File: config.mk
export PLATFORM = sky130hd
export DESIGN_NAME = req_arbiter_8
export DESIGN_NICKNAME = d
export VERILOG_FILES = /design/src/rtl/req_arbiter_8.sv
export SDC_FILE = /design/constraint.sdc
export NUM_CORES = 1
export LEC_CHECK = 0
export CORE_ASPECT_RATIO = 1.5
export CORE_MARGIN = 5
export CORE_UTILIZATION = 40
export CTS_CLUSTER_DIAMETER = 80
export CTS_CLUSTER_SIZE = 8
export DETAILED_ROUTE_END_ITERATION = 10
export HOLD_SLACK_MARGIN = 0.08
export MAX_ROUTING_LAYER = met4
export PLACE_DENSITY_LB_ADDON = 0.05
export SLEW_MARGIN = 40
export SYNTH_ARGS = -nofsm -noshare
export SYNTH_HDL_FRONTEND = slang
export SYNTH_SLANG_ARGS = --single-unit
File: constraint.sdc
create_clock -name clk -period 8.98 [get_ports clk]
set_clock_uncertainty 0.05 [all_clocks]
set_input_delay 1.347 -clock clk [delete_from_list [all_inputs] [get_ports clk]]
set_output_delay 1.347 -clock clk [all_outputs]
set_load 0.02 [all_outputs]
File: src/rtl/req_arbiter_8.sv
// req_arbiter_8: 8-way round-robin arbiter with registered one-hot grant,
// hold-while-requesting and optional forced rotation after MAX_HOLD cycles.
module req_arbiter_8 #(
    parameter int unsigned MAX_HOLD = 16
) (
    input  logic       clk,
    input  logic       rst_n,
    input  logic       en,
    input  logic [7:0] req,
    output logic [7:0] gnt,
    output logic [2:0] gnt_idx,
    output logic       gnt_valid,
    output logic       preempt
);

    localparam int unsigned HW = (MAX_HOLD > 1) ? $clog2(MAX_HOLD) : 1;
    localparam logic [HW-1:0] HOLD_LAST = HW'((MAX_HOLD == 0) ? 0 : MAX_HOLD - 1);

    typedef enum logic {
        IDLE,
        GRANT
    } state_t;

    state_t        state, state_n;
    logic [2:0]    ptr, ptr_n;
    logic [2:0]    idx_n;
    logic [2:0]    win;
    logic [2:0]    scan;
    logic [7:0]    gnt_n;
    logic [7:0]    cand;
    logic          pre_n;
    logic          found;
    logic          owner_req;
    logic          at_limit;
    logic [HW-1:0] hold_cnt, hold_n;

    // While the owner still requests, only the others are candidates (rotation).
    always_comb begin
        owner_req = (state == GRANT) && req[gnt_idx];
        at_limit  = (MAX_HOLD != 0) && (hold_cnt == HOLD_LAST);
        cand      = owner_req ? (req & ~gnt) : req;
    end

    always_comb begin
        win   = '0;
        found = 1'b0;
        scan  = '0;
        for (int unsigned i = 0; i < 8; i++) begin
            scan = ptr + 3'(i);
            if (!found && cand[scan]) begin
                win   = scan;
                found = 1'b1;
            end
        end
    end

    always_comb begin
        state_n = state;
        gnt_n   = gnt;
        idx_n   = gnt_idx;
        pre_n   = 1'b0;
        ptr_n   = ptr;
        hold_n  = hold_cnt;
        if (!en) begin
            state_n = IDLE;
            gnt_n   = '0;
            idx_n   = '0;
            hold_n  = '0;
        end else if (!owner_req) begin
            // Covers both IDLE and an owner that has just released.
            if (found) begin
                state_n = GRANT;
                gnt_n   = 8'h01 << win;
                idx_n   = win;
                ptr_n   = win + 3'd1;
                hold_n  = '0;
            end else begin
                state_n = IDLE;
                gnt_n   = '0;
                idx_n   = '0;
                hold_n  = '0;
            end
        end else if (at_limit && found) begin
            state_n = GRANT;
            gnt_n   = 8'h01 << win;
            idx_n   = win;
            ptr_n   = win + 3'd1;
            hold_n  = '0;
            pre_n   = 1'b1;
        end else if ((MAX_HOLD != 0) && !at_limit) begin
            hold_n = hold_cnt + 1'b1;
        end
    end

    always_ff @(posedge clk or negedge rst_n) begin
        if (!rst_n) begin
            state     <= IDLE;
            gnt       <= '0;
            gnt_idx   <= '0;
            gnt_valid <= 1'b0;
            preempt   <= 1'b0;
            ptr       <= '0;
            hold_cnt  <= '0;
        end else begin
            state     <= state_n;
            gnt       <= gnt_n;
            gnt_idx   <= idx_n;
            gnt_valid <= |gnt_n;
            preempt   <= pre_n;
            ptr       <= ptr_n;
            hold_cnt  <= hold_n;
        end
    end

endmodule

==> impl_results.html <==
<table>
<tr><th>Metric</th><th>Value</th></tr>
<tr><th colspan="2">Synthesis</th></tr>
<tr><td>Number of instances in the synthesized netlist</td><td>approximately 260</td></tr>
<tr><td>Number of flops mapped to enable cells by yosys</td><td>0</td></tr>
<tr><td>Post-synth design cell area</td><td>2380 sq um</td></tr>
<tr><td>Main synth FF type</td><td>dfrtp_1</td></tr>
<tr><td>Seq/Total Area, Yosys</td><td>roughly 22%</td></tr>
<tr><td>Mean post-synth cell area</td><td>9.08 sq um</td></tr>
<tr><td>Asr flop ratio synth</td><td>100%</td></tr>
<tr><td>Register bit total from synthesis</td><td>21</td></tr>
<tr><td>Total of warnings raised by yosys</td><td>0</td></tr>
<tr><td>Cell variety after synth</td><td>67</td></tr>
<tr><td>Nets in the synthesized netlist</td><td>between 200 and 300</td></tr>
<tr><th colspan="2">Run</th></tr>
<tr><td>Maximum Capacitance Violations</td><td>0</td></tr>
<tr><th colspan="2">STA</th></tr>
<tr><td>Maximum clock frequency</td><td>177 MHz</td></tr>
<tr><td>Setup TNS</td><td>0 ps</td></tr>
<tr><td>Slew HR</td><td>a little over two fifths</td></tr>
<tr><td>Hold Slack</td><td>515 ps</td></tr>
<tr><td>Final critical-path share of the clock period</td><td>a little over three fifths</td></tr>
<tr><td>Time the final worst path needs with I/O delays and setup</td><td>5640 ps</td></tr>
<tr><td>Slew at the pin closest to its max-slew limit</td><td>between 800 and 900 ps</td></tr>
<tr><td>RSZ-0062 raised after global routing</td><td>false</td></tr>
<tr><td>Total of endpoints with negative setup slack in the final report</td><td>0</td></tr>
<tr><td>Final Hold Vio Count</td><td>0</td></tr>
<tr><td>Slew Limit Fails</td><td>0</td></tr>
<tr><th colspan="2">Detailed routing</th></tr>
<tr><td>First-pass detailed-route iteration total</td><td>4</td></tr>
<tr><td>Post-detailed-route count of antenna-violating nets</td><td>0</td></tr>
<tr><td>Highest routing layer actually used</td><td>met4</td></tr>
<tr><td>Drt wl/cell</td><td>21.2 microns</td></tr>
<tr><td>Vias post-DR</td><td>2270</td></tr>
<tr><td>Initial drt markers</td><td>about 240</td></tr>
<tr><td>Count of unresolved DRC violations after routing</td><td>0</td></tr>
<tr><td>Met3 wire length</td><td>217 microns</td></tr>
<tr><td>Metal1 wirelength</td><td>~3000 microns</td></tr>
<tr><td>Met2 routed wirelength</td><td>~4000 microns</td></tr>
<tr><td>Final WL</td><td>approximately 7400 microns</td></tr>
<tr><td>Via-to-Cell Ratio</td><td>6.50</td></tr>
<tr><th colspan="2">Clocking</th></tr>
<tr><td>Clock root buffer</td><td>clkbuf_8</td></tr>
<tr><td>Buffers from clock root to sink, at most</td><td>2</td></tr>
<tr><td>TritonCTS buffer count</td><td>3</td></tr>
<tr><td>Number of post-CTS setup repair buffers</td><td>0</td></tr>
<tr><td>Clock insertion delay at the later pin of the skew report</td><td>~260 ps</td></tr>
<tr><td>Clock tree from TritonCTS</td><td>yes</td></tr>
<tr><td>Number of H-tree levels</td><td>1</td></tr>
<tr><td>Number of sinks handled by clock tree synthesis</td><td>21</td></tr>
<tr><td>Clock slew seen by the registers of the worst setup and hold paths</td><td>about 70 ps</td></tr>
<tr><td>CTS resizes</td><td>0</td></tr>
<tr><td>CTS Hold Bufs</td><td>0</td></tr>
<tr><th colspan="2">Global routing</th></tr>
<tr><td>Initial antenna violation count</td><td>0</td></tr>
<tr><td>Vias in the first global route</td><td>approximately 2300</td></tr>
<tr><td>Maximum number of pins on one net before global-route repair</td><td>23</td></tr>
<tr><td>GR Util All Layers</td><td>between 20% and 30%</td></tr>
<tr><td>Total gr overflow</td><td>0</td></tr>
<tr><td>Wire length of the first global-routing pass</td><td>around 12000 microns</td></tr>
<tr><th colspan="2">Die</th></tr>
<tr><td>Width of the die</td><td>around 73 microns</td></tr>
<tr><td>Standard-cell row count</td><td>34</td></tr>
<tr><td>Full die area</td><td>about 7600 sq um</td></tr>
<tr><td>Vert. Die Dim</td><td>104 microns</td></tr>
<tr><td>Starting Density</td><td>41.1%</td></tr>
<tr><td>Number of primary I/O pins</td><td>24</td></tr>
<tr><td>Placeable core region</td><td>5790 sq um</td></tr>
<tr><th colspan="2">Finish</th></tr>
<tr><td>Final net count</td><td>a little under 300</td></tr>
<tr><td>Total of fill cells in the finished design</td><td>606</td></tr>
<tr><td>Fraction of final layout cells with drive strength greater than 1</td><td>about an eighth</td></tr>
<tr><td>Number of diodes</td><td>0</td></tr>
<tr><td>Most frequent cells in the layout</td><td>22 x clkdlybuf4s50_1, 20 x nand2_1, 20 x dfrtp_1</td></tr>
<tr><td>Most frequent standard cell in the layout excluding fill and tap cells</td><td>clkdlybuf4s50_1</td></tr>
<tr><td>Cell area after layout</td><td>roughly 2700 sq um</td></tr>
<tr><td>Area Overhead vs Synth</td><td>12.8%</td></tr>
<tr><th colspan="2">Setup path</th></tr>
<tr><td>CP Data Required Time</td><td>approximately 9000 ps</td></tr>
<tr><td>Critical Path Max Stage Delay</td><td>between 700 and 800 ps</td></tr>
<tr><td>Arrival time at the worst endpoint</td><td>around 5700 ps</td></tr>
<tr><td>Critical-path maximum fanout</td><td>20</td></tr>
<tr><td>Sort of element at the end of the critical path</td><td>flip-flop</td></tr>
<tr><td>Sequence of cells on the critical path</td><td>clkdlybuf4s50_1, mux2_1, a2bb2o_4, o311ai_1, nand2_1, mux4_2, nand3b_4, or4_1, o21ai_1, nor2_1, ha_1, ha_1, o41ai_1, o311ai_1</td></tr>
<tr><td>Critical path class</td><td>in -&gt; reg</td></tr>
<tr><td>Critical path startpoint category</td><td>input port</td></tr>
<tr><td>Cell type of the slowest stage on the worst timing path</td><td>o311ai_1</td></tr>
<tr><th colspan="2">Pwr</th></tr>
<tr><td>Cell Pwr Density</td><td>roughly 440 nW/um^2</td></tr>
<tr><td>Static Leakage</td><td>around 0.0011 uW</td></tr>
<tr><td>Worst supply voltage drop on vdd</td><td>approximately 0.00021 V</td></tr>
<tr><th colspan="2">Placed design</th></tr>
<tr><td>IO buf count</td><td>23</td></tr>
<tr><td>HPWL Detailed</td><td>5870 microns</td></tr>
<tr><td>Final estimated routing congestion in global placement</td><td>a little under 0.9</td></tr>
<tr><td>Placed inst area</td><td>about 2600 sq um</td></tr>
<tr><th colspan="2">Min path</th></tr>
<tr><td>Min-Delay Path Class</td><td>reg -&gt; reg</td></tr>
<tr><th colspan="2">Status</th></tr>
<tr><td>Run status</td><td>finished, final reports clean</td></tr>
</table>
==> per-stage QoR <==
stage	setup WS (ps)	util (%)	std cells	power [uW]
after floorplan	4290	-	262	873
after global placement	3200	45.7	345	1120
after detailed placement	3110	45.6	345	1110
after CTS	3360	46.4	349	1170
after global routing	3070	46.4	349	1270
final	3340	46.4	349	1180
==> path summary, 6_finish.rpt <==
| kind | from | cells past startpoint | to | slack, ps |
|---|---|---|---|---|
| setup / recovery | req[7] | 14 | gnt_valid | 3340 |
| hold / removal | hold_cnt[2] | 1 | hold_cnt[2] | 510 |
| setup reg to reg | gnt_idx[0] | 13 | gnt_valid | 4470 |
| hold reg to reg | hold_cnt[2] | 1 | hold_cnt[2] | 510 |
| max in group asynchronous | rst_n | 1 | ptr[2] | 7540 |
| min in group asynchronous | rst_n | 1 | hold_cnt[2] | 990 |
==> registers in the layout, indices dropped and copies added (netlist names) <==
| name | flops |
|---|---|
| gnt | 8 |
| hold_cnt | 4 |
| gnt_idx | 3 |
| ptr | 3 |
| gnt_valid | 1 |
| preempt | 1 |
| state | 1 |
==> worst max-delay path: cells and delay by family <==
| kind | cells | cell delay (ps) |
|---|---|---|
| AO/OA/AOI/OAI | 5 | 1570 |
| adder cells (fa/ha/maj) | 2 | 440 |
| buffers and inverters | 1 | 600 |
| multiplexers | 2 | 740 |
| AND/OR/NAND/NOR | 4 | 990 |
==> cell families (layout without fill, tap and decap cells) <==
group | after synthesis | count (layout) | share of synthesized area [%]
multiplexers | 30 | 30 | 15.1
XOR/XNOR | 5 | 5 | 1.84
flip-flops | 21 | 21 | 22.1
AND/OR/NAND/NOR | 81 | 81 | 19.0
AO/OA/AOI/OAI | 94 | 94 | 33.1
adder cells (fa/ha/maj) | 8 | 8 | 4.21
buffers and inverters | 23 | 38 | 4.63
==> where the power goes <==
group	total, uW	switching [uW]	internal (uW)
registers	186	63.1	123
clock network	61.6	30.0	31.6
logic	932	552	379
==> Yosys cell counts (all sizes together), types with 4 or more instances <==
library cell / count / area, sq um
a211oi: 7 / 57.6
a21o: 4 / 30.0
a21oi: 9 / 45.0
a22o: 6 / 52.6
buf: 6 / 46.3
clkbuf: 8 / 30.0
dfrtp: 21 / 526
ha: 8 / 100
inv: 9 / 33.8
mux2: 8 / 90.1
mux2i: 18 / 180
mux4: 4 / 90.1
nand2: 20 / 75.1
nand3: 11 / 55.1
nor2: 16 / 67.6
nor3: 9 / 71.3
o211ai: 13 / 97.6
o21ai: 10 / 50.0
o311ai: 7 / 68.8
o31ai: 8 / 88.8
==> layer usage <==
layer | vias up | GRT usage, %
met4 | 0 | 9.10
met3 | 22 | 1.16
met1 | 1097 | 23.8
li1 | 1083 | -
met5 | - | -
met2 | 68 | 34.8
==> cell type report <==
type	count	area (sq um)	share of cell area (%)
Timing Repair Buffer	25	240	8.95
Sequential cell	21	527	19.6
Inverter	9	33.8	1.26
Tap cell	72	90.1	3.36
Multi-Input combinational cell	218	1750	65.1
Clock buffer	4	45.0	1.68
Note: power is estimated with default switching activity, not from simulation.
==> RTL change (same settings) <==
Change the parameter `MAX_HOLD` from 16 to 8.
--- a/src/rtl/req_arbiter_8.sv
+++ b/src/rtl/req_arbiter_8.sv
@@ -1,7 +1,7 @@
 // req_arbiter_8: 8-way round-robin arbiter with registered one-hot grant,
 // hold-while-requesting and optional forced rotation after MAX_HOLD cycles.
 module req_arbiter_8 #(
-    parameter int unsigned MAX_HOLD = 16
+    parameter int unsigned MAX_HOLD = 8
 ) (
     input  logic       clk,
     input  logic       rst_n,
Check against the original RTL: not equivalent (a bounded check fails within 10 cycles, from zero or initial values and one cycle with rst_n low).
==> RTL change against the original RTL <==
Sequential cell count fell by 1. Routed wire length is 17% lower. Highest routed layer unchanged. Design area shrank 9.3%. First-iteration DRC count is 31% lower. Non-clock buffer count decreased by 2. Worst hold slack lost 16 ps. Largest cell class unchanged. Area after synthesis down 11%. Power down 7.7%. Synthesized cell count fell by 18%. Via count down 18%. Worst setup slack improved by 35 ps. Register-to-register slack lost 190 ps.
==> RTL change: results (changes against the original RTL) <==
WP data arrival 5700 ps (about the same); TritonCTS buffer count 3 (unchanged); DRT Wirelength 6130 microns (-17%); Layout fillers 487 (-20%); vias in the first global route 1964 (-15%); CP max-delay cell mux4_1; P_leak 1.05 nW (-0.69%); post-synthesis compound-gate area fraction 22.7% (-10 points); status finished, final reports clean; Synth Flop Type dfrtp_1; initial DRC count 166 (-31%); RD Place Congestion 0.926 (+5.5%); CP top delay family multiplexers; fraction of the mapped netlist area in adder cells 5.32% (+1.1 points); multiplexer area fraction after synthesis 27.9% (+13 points); Mapped Avg Cell Area 9.85 sq um (+8.5%); maximum vdd drop 0.204 mV (-3.1%); largest cells by area after synthesis dfrtp_1, mux2i_1, mux4_1, ha_1, mux4_2; max_slew headroom 58.0% (+16 points); first-pass GRT wire length 10200 microns (-15%); synthesized net count 235 (-16%); post-synth cell types 59 (-12%); TritonCTS clock tree yes; worst reg2reg path depth 14 (+1); pin count of the biggest net entering global routing 21 (-8.7%); Final Non-Filler Cells 301 (-14%); DR vias/cell 6.17 (-5.1%); hold-critical path depth 2 (+1); Area after DPL 2380 sq um (-9.8%); share of cells above drive strength 1 14.6% (+2.0 points); top cells by count, synth nor2_1, dfrtp_1, mux2i_1; PwrDens 447 nW/um^2 (+1.8%); sequential-to-total area share from yosys stat 23.6% (+1.5 points); final net count 254 (-14%); CP max FO 9 (-55%); Synth Area in XOR/XNOR 2.07% (+0.23 points); pre-CTS setup slack 3190 ps (+75.7 ps); worst r2r src ptr[0]; switching pwr 0.000560 W (-13%); HPWL after DPL 4950 microns (-16%); Critical Path Max Stage Delay 640 ps (-110 ps); Tot GR Track Use 18.9% (-1.4 points)
==> RTL change: logic make-up after synthesis <==
group,after synthesis
DFF,20
AOI/OAI and AO/OA,64
and+or+nand+nor,56
buffers and inverters,19
adders and majority gates,9
muxes,42
xor gates and xnor gates,5
==> RTL change: final timing paths <==
check	endpoint	slack [ps]
min in group asynchronous	hold_cnt[2]	970
worst min register to register	hold_cnt[2]	500
worst min-delay path	hold_cnt[2]	500
worst max register to register	gnt_valid	4280
max in group asynchronous	ptr[2]	7590
worst max-delay path	gnt_valid	3380
==> RTL change: cell type report <==
cell class / count / share of cell area, %
well taps: 68 / 3.49
multi-input cells: 176 / 62.9
flip-flops and latches: 20 / 20.6
repair buffers: 23 / 9.25
clock buffers: 4 / 2.26
inverters: 10 / 1.54
==> RTL change: layer usage <==
layer | share of wire, % | global-route usage (%) | routed length (microns)
met1 | 38 | 19.9 | 2330
met2 | 56 | 35.1 | 3430
met3 | 2.1 | 1.52 | 129
met4 | 3.9 | 9.47 | 239
met5 | 0 | - | 0
==> RTL change: power by group through the flow <==
| stage | sequential, W | clock, W | combinational [W] |
|---|---|---|---|
| after global routing | 0.000176 | 0.0000726 | 0.000927 |
| after CTS | 0.000171 | 0.0000697 | 0.000847 |
| after floorplan | 0.000157 | 0 | 0.000645 |
| after global placement | 0.000171 | 0 | 0.000836 |
| final | 0.000170 | 0.0000694 | 0.000849 |
| after detailed placement | 0.000172 | 0 | 0.000839 |
==> RTL change: worst register-to-register path: cells and delay by family, from the launching register on <==
kind | cells | cell delay [ps]
fa+ha+maj | 3 | 870
xor+xnor | 1 | 520
buf+inv | 1 | 450
flops | 1 | 680
simple gates | 5 | 1030
compound gates | 4 | 990
